## src/rtl/i2c_slave_tx_stream_pkg.sv

```systemverilog
// Shared types and constants for the I2C slave word-stream transmitter.
// Both SDA levels used by the FSM are named here.
package i2c_slave_tx_stream_pkg;

  typedef enum logic [2:0] {
    IDLE,
    SHIFT,
    ACK,
    STRETCH,
    DONE
  } state_t;

  localparam logic SDA_RELEASE = 1'b1;
  localparam logic ACK_BIT     = 1'b0;

endpackage

```

## src/rtl/i2c_slave_tx_stream_edge_sync.sv

```systemverilog
// Multi-flop synchroniser for an asynchronous bus line.
// Provides registered rise/fall pulses derived from the line's previous level.
module i2c_slave_tx_stream_edge_sync #(
  parameter int   STAGES = 2,
  parameter logic INIT   = 1'b1
) (
  input  logic clk,
  input  logic rst_n,
  input  logic d,
  output logic level,
  output logic rise,
  output logic fall
);

  logic [STAGES-1:0] sync;
  logic              last;

  assign level = sync[STAGES-1];

  always_ff @(posedge clk or negedge rst_n) begin
    if (!rst_n) begin
      sync <= {STAGES{INIT}};
      last <= INIT;
      rise <= 1'b0;
      fall <= 1'b0;
    end else begin
      sync <= {sync[STAGES-2:0], d};
      last <= sync[STAGES-1];
      rise <= sync[STAGES-1] & ~last;
      fall <= ~sync[STAGES-1] & last;
    end
  end

endmodule

```

## src/rtl/i2c_slave_tx_stream.sv

```systemverilog
// Slave-side I2C transmitter: shifts a valid/ready word stream onto SDA,
// MSB first, samples master ACK, stretches SCL when starved, aborts on STOP.
module i2c_slave_tx_stream
  import i2c_slave_tx_stream_pkg::*;
#(
  parameter int DATA_WIDTH  = 8,
  parameter int COUNT_WIDTH = 8,
  parameter int SYNC_STAGES = 2
) (
  input  logic                   clk,
  input  logic                   rst_n,
  input  logic                   enable,
  input  logic                   stop,
  input  logic [DATA_WIDTH-1:0]  data_in,
  input  logic                   data_valid,
  output logic                   data_ready,
  input  logic                   scl_in,
  input  logic                   sda_in,
  output logic                   sda,
  output logic                   scl_hold,
  output logic                   finish,
  output logic                   nack,
  output logic [COUNT_WIDTH-1:0] byte_count
);

  localparam int BW = $clog2(DATA_WIDTH + 1);
  localparam logic [BW-1:0] BIT_LAST = BW'(DATA_WIDTH);

  state_t                state;
  logic [DATA_WIDTH-2:0] rest;
  logic [BW-1:0]         bit_cnt;
  logic                  ack_bit;

  logic scl_rise, scl_fall, scl_level_unused;
  logic sda_lvl, sda_rise_unused, sda_fall_unused;
  logic abort, ack_ok, latch;

  i2c_slave_tx_stream_edge_sync #(
    .STAGES(SYNC_STAGES),
    .INIT  (1'b1)
  ) u_scl_sync (
    .clk  (clk),
    .rst_n(rst_n),
    .d    (scl_in),
    .level(scl_level_unused),
    .rise (scl_rise),
    .fall (scl_fall)
  );

  i2c_slave_tx_stream_edge_sync #(
    .STAGES(SYNC_STAGES),
    .INIT  (1'b1)
  ) u_sda_sync (
    .clk  (clk),
    .rst_n(rst_n),
    .d    (sda_in),
    .level(sda_lvl),
    .rise (sda_rise_unused),
    .fall (sda_fall_unused)
  );

  // STOP beats every load; DONE is already on its way out.
  assign abort  = stop && state != IDLE && state != DONE;
  assign ack_ok = state == ACK && scl_fall && ack_bit == ACK_BIT;

  always_comb begin
    latch = 1'b0;
    unique case (1'b1)
      state == IDLE:    latch = enable;
      state == STRETCH: latch = ~abort;
      ack_ok:           latch = ~abort;
      default:          latch = 1'b0;
    endcase
    latch = latch & data_valid & rst_n;
  end

  assign data_ready = latch;

  always_ff @(posedge clk or negedge rst_n) begin
    if (!rst_n) begin
      state      <= IDLE;
      rest       <= '0;
      bit_cnt    <= '0;
      ack_bit    <= ~ACK_BIT;
      sda        <= SDA_RELEASE;
      scl_hold   <= 1'b0;
      finish     <= 1'b0;
      nack       <= 1'b0;
      byte_count <= '0;
    end else begin
      finish <= 1'b0;
      if (abort) begin
        sda      <= SDA_RELEASE;
        scl_hold <= 1'b0;
        nack     <= 1'b0;
        finish   <= 1'b1;
        state    <= DONE;
      end else begin
        case (state)
          IDLE: if (enable) begin
            byte_count <= '0;
            nack       <= 1'b0;
            bit_cnt    <= '0;
            if (data_valid) begin
              rest  <= data_in[DATA_WIDTH-2:0];
              sda   <= data_in[DATA_WIDTH-1];
              state <= SHIFT;
            end else begin
              scl_hold <= 1'b1;
              state    <= STRETCH;
            end
          end
          SHIFT: begin
            scl_hold <= 1'b0;
            if (scl_rise) begin
              bit_cnt <= bit_cnt + 1'b1;
            end else if (scl_fall) begin
              if (bit_cnt == BIT_LAST) begin
                sda     <= SDA_RELEASE;
                ack_bit <= ~ACK_BIT;
                state   <= ACK;
              end else begin
                sda  <= rest[DATA_WIDTH-2];
                rest <= rest << 1;
              end
            end
          end
          ACK: begin
            if (scl_rise) begin
              ack_bit <= sda_lvl;
            end else if (scl_fall) begin
              if (ack_bit == ACK_BIT) begin
                if (byte_count != '1)
                  byte_count <= byte_count + 1'b1;
                bit_cnt <= '0;
                if (data_valid) begin
                  rest  <= data_in[DATA_WIDTH-2:0];
                  sda   <= data_in[DATA_WIDTH-1];
                  state <= SHIFT;
                end else begin
                  scl_hold <= 1'b1;
                  state    <= STRETCH;
                end
              end else begin
                nack   <= 1'b1;
                finish <= 1'b1;
                state  <= DONE;
              end
            end
          end
          // scl_hold stays up one more cycle so SDA settles first
          STRETCH: if (data_valid) begin
            rest    <= data_in[DATA_WIDTH-2:0];
            sda     <= data_in[DATA_WIDTH-1];
            bit_cnt <= '0;
            state   <= SHIFT;
          end
          DONE: begin
            sda      <= SDA_RELEASE;
            scl_hold <= 1'b0;
            state    <= IDLE;
          end
          default: state <= IDLE;
        endcase
      end
    end
  end

endmodule

```

## config.mk

```make
export PLATFORM = sky130hd
export DESIGN_NAME = i2c_slave_tx_stream
export DESIGN_NICKNAME = d
export VERILOG_FILES = /design/src/rtl/i2c_slave_tx_stream_pkg.sv /design/src/rtl/i2c_slave_tx_stream_edge_sync.sv /design/src/rtl/i2c_slave_tx_stream.sv
export SDC_FILE = /design/constraint.sdc
export NUM_CORES = 1
export LEC_CHECK = 0
export ABC_AREA = 1
export CAP_MARGIN = 10
export CORE_MARGIN = 4
export CORE_UTILIZATION = 45
export DETAILED_ROUTE_END_ITERATION = 10
export GPL_ROUTABILITY_DRIVEN = 0
export PLACE_DENSITY = 0.68
export REMOVE_ABC_BUFFERS = 1
export SLEW_MARGIN = 5
export SYNTH_ARGS = -nofsm -noshare
export SYNTH_HDL_FRONTEND = slang
export SYNTH_SLANG_ARGS = --single-unit
export TNS_END_PERCENT = 100
```

## constraint.sdc

```tcl
create_clock -name clk -period 2.45 [get_ports clk]
set_input_delay 0.3675 -clock clk [delete_from_list [all_inputs] [get_ports clk]]
set_output_delay 0.3675 -clock clk [all_outputs]
set_load 0.03 [all_outputs]
```

==> summary by stage, run 1 <==
Clock network
Buffers added to address setup during post-CTS repair amount to 0. The number of gates resized after CTS was 0. The clock transition at the register clock pins on the worst setup and hold paths after CTS is 70 ps. The TritonCTS buffer count is 5. The clock tree buffer depth is 2. The H-tree was split into 2 levels.

The clock tree root driver cell is sky130_fd_sc_hd__clkbuf_8. The later-pin clock latency in the skew report is 290 ps. The clock drives 34 sinks. The clock tree from TritonCTS is yes. The quantity of hold-fixing buffers added after cts is 0.

Cells and area
The final cell count without fillers is 364. The design area is 2490 sq um. The number of antenna repair diodes is 0. Of the cells placed in the final design, the portion with a size suffix greater than 1 is 0.122. For this run, the post-layout net count is 329. After filler insertion, the fill cell instance count of the layout stands at 422.

Summing all flip-flop and latch instances after layout gives 860 sq um. Summing all multi-input logic gate instances after layout gives 1050 sq um. Relative to the synthesized area, the layout overhead comes to 22.4%.

STA
In the finished design, the share of the clock period the worst path needs comes to 0.897. Setup repair after global routing left no endpoint under its margin. Timing would allow up to 0.455 GHz.

The count of endpoints failing hold in the final timing report came to 0. The worst path needs 2200 ps of the cycle, external delays included. The worst setup margin is 251 ps. The max-slew headroom at the worst pin is 0.711. The count of pins over their slew limit is 0. Setup total negative slack on the finished layout was measured at 0 ps. The transition time at the pin with the least slew margin is 434 ps.

The clock arrives with 5.48 ps of skew. Setup violations remaining at the end of the flow were counted as 0.

Global routing
The number of antenna violations at the first check in global routing is 0. The remaining global-route overflow is 0. The first global-routing pass estimated 7220 um of wire. The largest net degree at the start of global routing is 35. Across every metal layer, demand over resource in global routing totals 0.169. The number of global-route vias before repair is 1599.

Routing
The routed length per instance is 11.7 um. The first detailed-routing pass took 4 iterations. Detailed routing inserted a total of 1853 vias. After the first detailed-routing iteration, the DRC count stood at 121. Once detail routing completed, the nets flagged for antenna violations numbered 0. In the routed design, unresolved DRC markers number 0.

The final wirelength is 4270 um. In the routed layout, each cell is associated on average with a via count of 5.09.

Synthesis
Yosys mapped a number of flops with a built-in enable equal to 0. The cell taking the most area after synthesis is sky130_fd_sc_hd__dfrtp_1. After synthesis, the mean cell area works out to 7.27 sq um. The synthesized design contains 34 register bits. The mapped netlist covers 2030 sq um. The post-synthesis simple-gate area fraction is 0.421.

After synthesis, the share of flip-flops with an asynchronous set or reset is 1.00. The most used flip-flop cell after synthesis is sky130_fd_sc_hd__dfrtp_1. After synthesis, the most frequently instantiated cells are sky130_fd_sc_hd__nand2_1 (104), sky130_fd_sc_hd__nand3_1 (32), sky130_fd_sc_hd__nor2_1 (29). The combinational family with the most area after synthesis is simple AND/OR/NAND/NOR gates. Measured against the total synthesized area, the mux share comes to 0. The number of different library cells used by synthesis comes to 30. The fraction of the mapped netlist area in compound gates is 0.0683. Of the total synthesized cell area, the portion taken by XOR and XNOR cells is 0.00861.

The adder-cell share of the synthesized area is 0.0185. Of the synthesized area, sequential elements account for 0.423. In the post-synthesis netlist, the biggest area contributors are sky130_fd_sc_hd__dfrtp_1 (33%), sky130_fd_sc_hd__nand2_1 (19%), sky130_fd_sc_hd__dfstp_2 (9.0%).

The gate count after technology mapping is 280. The number of synthesis warnings is 0. The most common cell in the synthesized netlist is sky130_fd_sc_hd__nand2_1.

The share of synthesized area in the top cell type comes to 0.332.

Placement
The half-perimeter wire length of the detailed placement result is 3030 um. The placement-stage worst setup slack is 442 ps. Counting tap cells, the placed design contains a total of 356 instances. In this run the cell area measured after placement is 2350 sq um. The number of buffer cells added on primary ports is 27.

Floorplanning
The floorplan step defined a die boundary enclosing 5660 sq um. During I/O placement, the number of pins put on the boundary was 28. The die boundary height is 75.2 um. The die is 75.2 um wide.

For this configuration, the core starts out at a cell density of 0.467. The placeable core area is 4350 sq um. The number of standard-cell rows in the floorplan is 24.

Critical path
The type of the worst setup path is reg -> out. Broken down by cell family, the worst path's largest delay share belongs to simple AND/OR/NAND/NOR gates. The cell that appears most often on the critical path is sky130_fd_sc_hd__nand2_1.

Data on the critical path arrives at its endpoint at 1830 ps. The type of element launching the critical path is a flip-flop. The critical path's largest stage delay is 410 ps. Along the worst path, the maximum fanout reaches 10. Traced cell by cell, the critical path runs through inv_2, nand2_1, nor2_2, nand3_1, nand2_1, nand2_1, a21oi_1, buf_4. The number of buffer and inverter instances along the worst setup path is 2. The required time of the critical path is 2080 ps. The cell with the largest stage delay on the worst path is sky130_fd_sc_hd__dfrtp_1. STA classifies the critical path endpoint as an output pin.

Power
The worst-case vdd ir drop is 0.000675 V. The analysis attributes to cell leakage a power of 1.25 nW. Dividing total power by cell area gives a power density of 1050 nW/um^2.

Hold path
The min-delay analysis places its worst path in the category reg -> reg.

Run
The tool flagged a number of max-cap violations equal to 0.

Run status
The flow ran to the end, and the final reports show no timing, DRC or antenna violations.
[layout make-up]
class,instances,share of cell area
clock buffer,5,0.0276
clock inverter,3,0.0276
inverter,25,0.0377
multi-input combinational,216,0.422
sequential,34,0.345
tap,52,0.0261
timing repair buffer,29,0.114
[kinds of logic after synthesis]
family                     after synthesis
and+or+nand+nor                        187
DFF                                     34
buffers and inverters                   30
AOI/OAI and AO/OA                       24
adders and majority gates                3
xor gates and xnor gates                 2
[cells in the final DEF, fill, tap and decap left out, types with 4 or more instances in the layout]
| cell type | count |
|---|---|
| sky130_fd_sc_hd__dfstp_2 | 7 |
| sky130_fd_sc_hd__dfrtp_1 | 27 |
| sky130_fd_sc_hd__clkbuf_8 | 5 |
| sky130_fd_sc_hd__nand3_1 | 32 |
| sky130_fd_sc_hd__inv_2 | 4 |
| sky130_fd_sc_hd__nand2_1 | 104 |
| sky130_fd_sc_hd__o21ai_0 | 13 |
| sky130_fd_sc_hd__a21oi_1 | 5 |
| sky130_fd_sc_hd__inv_1 | 21 |
| sky130_fd_sc_hd__clkdlybuf4s50_1 | 26 |
| sky130_fd_sc_hd__nor2_1 | 29 |
| sky130_fd_sc_hd__nand2_2 | 4 |
[path summary, 6_finish.rpt]
check,from,end,slack (ps),cells after the start
max,state[2],data_ready,250,8
min,u_sda_sync.sync[0],u_sda_sync.sync[1],360,0
max reg2reg,state[2],rest[6],560,8
min reg2reg,u_sda_sync.sync[0],u_sda_sync.sync[1],360,0
max in group asynchronous,rst_n,u_scl_sync.last,1570,2
min in group asynchronous,rst_n,nack,540,2
[stage by stage]
| stage | total power [mW] | hold slack, ps | util |
|---|---|---|---|
| 3_5_place_dp | 2.01 | 347 | 0.540 |
| 4_1_cts | 2.64 | 358 | 0.572 |
| 2_1_floorplan | 1.69 | 71.9 | - |
| 6_report | 2.62 | 357 | 0.572 |
| 3_3_place_gp | 1.99 | 346 | 0.540 |
| 5_1_grt | 2.84 | 360 | 0.572 |
[state kept, by name, indices dropped and copies added, names as in the netlist, 2 cells and up]
name             count
u_scl_sync.sync      2
state                3
rest                 7
byte_count           8
bit_cnt              4
u_sda_sync.sync      2
[worst reg2reg max path, cell delays in order (launching register included)]
cell                      delay, ps
sky130_fd_sc_hd__dfrtp_1        410
sky130_fd_sc_hd__inv_2          200
sky130_fd_sc_hd__nand3_4        240
sky130_fd_sc_hd__inv_2          260
sky130_fd_sc_hd__nand2_1        130
sky130_fd_sc_hd__a21oi_4        250
sky130_fd_sc_hd__nand2_2        150
sky130_fd_sc_hd__nand2_1         90
sky130_fd_sc_hd__nand2_1         50
[routing by layer]
| metal | wire [um] | track usage | up-vias |
|---|---|---|---|
| met5 | 0 | 0 | - |
| met1 | 2080 | 0.234 | 854 |
| met3 | 233 | 0.0507 | 7 |
| met4 | 62 | 0.0544 | 0 |
| met2 | 1900 | 0.254 | 34 |
| li1 | - | - | 958 |
[where the power goes]
group | leakage [nW] | total, mW | switching, mW | internal [mW]
Sequential | 0.432 | 0.813 | 0.105 | 0.708
Combinational | 0.751 | 1.19 | 0.798 | 0.388
Clock | 0.0683 | 0.625 | 0.217 | 0.408
Total | 1.25 | 2.62 | 1.12 | 1.50
No activity file was read; power rests on OpenSTA's default activity.
==> inputs of run 2 (changes only) <==
--- a/config.mk
+++ b/config.mk
@@ -7,11 +7,14 @@
 export LEC_CHECK = 0
 export ABC_AREA = 1
 export CAP_MARGIN = 10
+export CELL_PAD_IN_SITES_DETAIL_PLACEMENT = 2
+export CELL_PAD_IN_SITES_GLOBAL_PLACEMENT = 2
 export CORE_MARGIN = 4
-export CORE_UTILIZATION = 45
+export CORE_UTILIZATION = 33
 export DETAILED_ROUTE_END_ITERATION = 10
 export GPL_ROUTABILITY_DRIVEN = 0
-export PLACE_DENSITY = 0.68
+export GPL_TIMING_DRIVEN = 0
+export PLACE_DENSITY = 0.84
 export REMOVE_ABC_BUFFERS = 1
 export SLEW_MARGIN = 5
 export SYNTH_ARGS = -nofsm -noshare
==> constraint.sdc (replaced) <==
create_clock -name clk -period 2.45 [get_ports clk]
set_input_delay 0.3675 -clock clk [delete_from_list [all_inputs] [get_ports clk]]
set_output_delay 0.3675 -clock clk [all_outputs]
set_load 0.01 [all_outputs]
==> run 2 against run 1 <==
Against the previous run: global-route usage up 0.076 points; cell area down 0.25%; sequential share of layout area up 0.087 points; combinational power about the same; maximum frequency up 12%; critical endpoint is now byte_count[1].
==> summary by stage, run 2 (same netlist as run 1, synthesis figures left out) <==
Run status
The flow ran to the end, and the final reports show no timing, DRC or antenna violations.

Power
The relative contribution of sequential cells to total power was 0.333 (+0.023). The worst-case vdd ir drop is 0.000482 V (-29%). The power per cell area is 999 nW/um^2 (-5.2%). The internal power was 1.33 mW (-12%). The clock group share of total power is 0.178 (-0.060). The power share of the combinational group is 0.489 (+0.037). The power dissipated by switching net loads is 1.15 mW (+3.1%). The leakage power of the design was 1.25 nW (-0.36%). The total power was 2.48 mW (-5.4%). The switching power share of the total was 0.465 (+0.0381).

STA
The count of pins over their slew limit is 0 (unchanged). The max-slew headroom at the worst pin was 0.455 (-0.256). The count of endpoints failing hold in the final timing report is 0 (unchanged).

Setup repair after global routing left no endpoint under its margin. The highest clock rate is 0.508 GHz (+12%). The final hold slack is 178 ps (-178 ps). The clock skew is 5.45 ps (-0.0343 ps). The minimum clock period after layout is 1970 ps (-231 ps). The number of setup violations in the final report is 0 (unchanged). The period utilization is 0.803 (-0.0943). The transition time at the pin with the least slew margin came to 818 ps (+384 ps). The final total negative setup slack is 0 ps (unchanged).

Critical path
STA classifies the critical path endpoint as a flip-flop. The largest fanout on the critical path is 12 (+2). By instance count, the cell type seen most on the critical path is sky130_fd_sc_hd__nand2_1. The required time of the critical path came to 2680 ps (+600 ps). The signal on the critical path passes through inv_2, nand3_1, nand2_1, nand3_4, nor2_4, nand2_1, nand2_1.

The arrival time at the worst endpoint is 2190 ps (+360 ps). The type of element launching the critical path is a flip-flop. The critical path's largest stage delay is 500 ps (+90 ps). The setup path with the least slack is of type reg -> reg. The cell with the largest stage delay on the worst path is sky130_fd_sc_hd__dfrtp_1.

Hold path
The path class of the tightest hold or removal check is in -> async.

Routing
The first-pass iteration count of the detailed router is 4 (unchanged). The post-detailed-route count of antenna-violating nets is 0 (unchanged). The total length of routed met2 wires is 3040 um (+60%). The number of DRC violations after detailed routing is 0 (unchanged). The met1 wire length was 2520 um (+21%).

The number of vias per cell after detailed routing was 5.11 (+0.41%). The highest routed metal layer is met4. The met3 layer wire length in the routed design is 169 um (-27%). The final wirelength is 5780 um (+35%). The DRC marker count from the first detailed-route iteration is 58 (-52%).

The routed length per instance is 15.0 um (+28%). The vias after detailed routing is 1973 (+6.5%).

Global routing
The number of global-route vias before repair is 2095 (+31%). The number of antenna violations at the first check in global routing is 0 (unchanged). The total track usage is 0.170 (+0.000759).

The largest net degree at the start of global routing is 36 (+2.9%). The wire length of the first global-routing pass was 10000 um (+39%). The remaining global-route overflow came to 0 (unchanged).

Clock network
The number of sinks driven by the clock tree is 34 (unchanged). The clock tree buffer depth is 2 (unchanged). The later-pin clock latency in the skew report is 280 ps (about the same). The cell sitting at the root of the clock tree is a sky130_fd_sc_hd__clkbuf_8.

The clock transition at the register clock pins on the worst setup and hold paths after CTS was 80 ps (about the same). The quantity of hold-fixing buffers added after cts is 0 (unchanged). The H-tree depth came to 2 (unchanged). The TritonCTS buffer count is 5 (unchanged). TritonCTS built the clock tree.

Cells and area
The flip-flop count of the largest register after layout is 8 (unchanged). The multi-input logic area was 1060 sq um (+0.95%). The fill cell instance count of the final layout came to 744 (+76%). byte_count holds more flip-flops than any other register. The number of antenna repair diodes is 0 (unchanged). The largest registers in the layout are byte_count: 8 flops, rest: 7 flops, bit_cnt: 4 flops. The top cell types in the final layout, fill and taps aside, are sky130_fd_sc_hd__nand2_1 (104), sky130_fd_sc_hd__nand3_1 (32), sky130_fd_sc_hd__nor2_1 (29), sky130_fd_sc_hd__dfrtp_1 (27), sky130_fd_sc_hd__clkdlybuf4s50_1 (25). The design area is 2480 sq um (-0.25%). The library cell used most frequently in the layout, excluding fill and tap cells, is sky130_fd_sc_hd__nand2_1. The register area is 860 sq um (unchanged). The area growth from synthesis to layout is 22.1%.

The final cell count without fillers was 386 (+6.0%). The post-layout net count was 328 (-0.30%). The proportion of layout cells with a drive suffix above 1 is 0.119 (-0.00282).

Floorplanning
The placeable core area is 5960 sq um (+37%). The initial standard-cell utilization of the core is 0.342 (-0.126). The count of pins on the block boundary is 28 (unchanged).

The die area is 7480 sq um (+32%). The number of standard-cell rows in the floorplan is 28 (+17%). The horizontal extent of the die is 86.5 um (+15%). The die boundary height is 86.5 um (+15%).

Placement
The instance area after placement came to 2360 sq um (+0.48%). The number of buffer cells added on primary ports was 27 (unchanged). The number of cells in the design after placement was 377 (+5.9%). The half-perimeter wire length of the detailed placement result is 4260 um (+41%).

Run
The number of max-cap violations is 0 (unchanged).
[run 2: layer usage]
metal | vias to the layer above | track usage
met5 | - | 0
met3 | 7 | 0.0285
met1 | 980 | 0.209
met2 | 26 | 0.303
met4 | 0 | 0.0496
li1 | 960 | -
[run 2: worst paths after layout]
| kind | start | end | slack [ps] | cells past startpoint |
|---|---|---|---|---|
| hold / removal | rst_n | bit_cnt[2] | 180 | 1 |
| setup reg to reg | state[0] | byte_count[1] | 480 | 7 |
| setup / recovery | state[0] | byte_count[1] | 480 | 7 |
| max in group asynchronous | rst_n | nack | 1760 | 1 |
| min in group clk | u_scl_sync.sync[0] | u_scl_sync.sync[1] | 360 | 0 |
| hold reg to reg | u_scl_sync.sync[0] | u_scl_sync.sync[1] | 360 | 0 |
[run 2: layout make-up]
cell class	count	share of cell area
clock buffer	6	0.0332
clock inverter	2	0.00504
inverter	25	0.0398
multi-input combinational	216	0.427
sequential	34	0.346
tap	75	0.0378
timing repair buffer	28	0.111
[run 2: power by group through the flow]
stage	Clock [mW]	Sequential (mW)	Combinational (mW)
after floorplan	0	0.819	0.819
after global placement	0	0.823	1.17
after detailed placement	0	0.828	1.22
after CTS	0.459	0.826	1.24
after global routing	0.492	0.845	1.40
final	0.443	0.825	1.21
[run 2: what timing repair did]
| item | in CTS | in global routing |
|---|---|---|
| resized for setup | 2 | 3 |
| setup buffers | 1 | 0 |
| pin swaps | 1 | 0 |
| setup endpoints to repair | 1 | 1 |
[run 2: metrics by stage]
step,worst slack [ps],util
6_report,483,0.417
3_5_place_dp,132,0.397
3_3_place_gp,-852,0.398
4_1_cts,10.6,0.415
2_1_floorplan,855,-
5_1_grt,229,0.417
[run 2: worst max-delay path, delay by kind of cell, from the launching register on]
kind	cells	cell delay, ps
simple gates	6	1280
flops	1	500
buf+inv	1	120
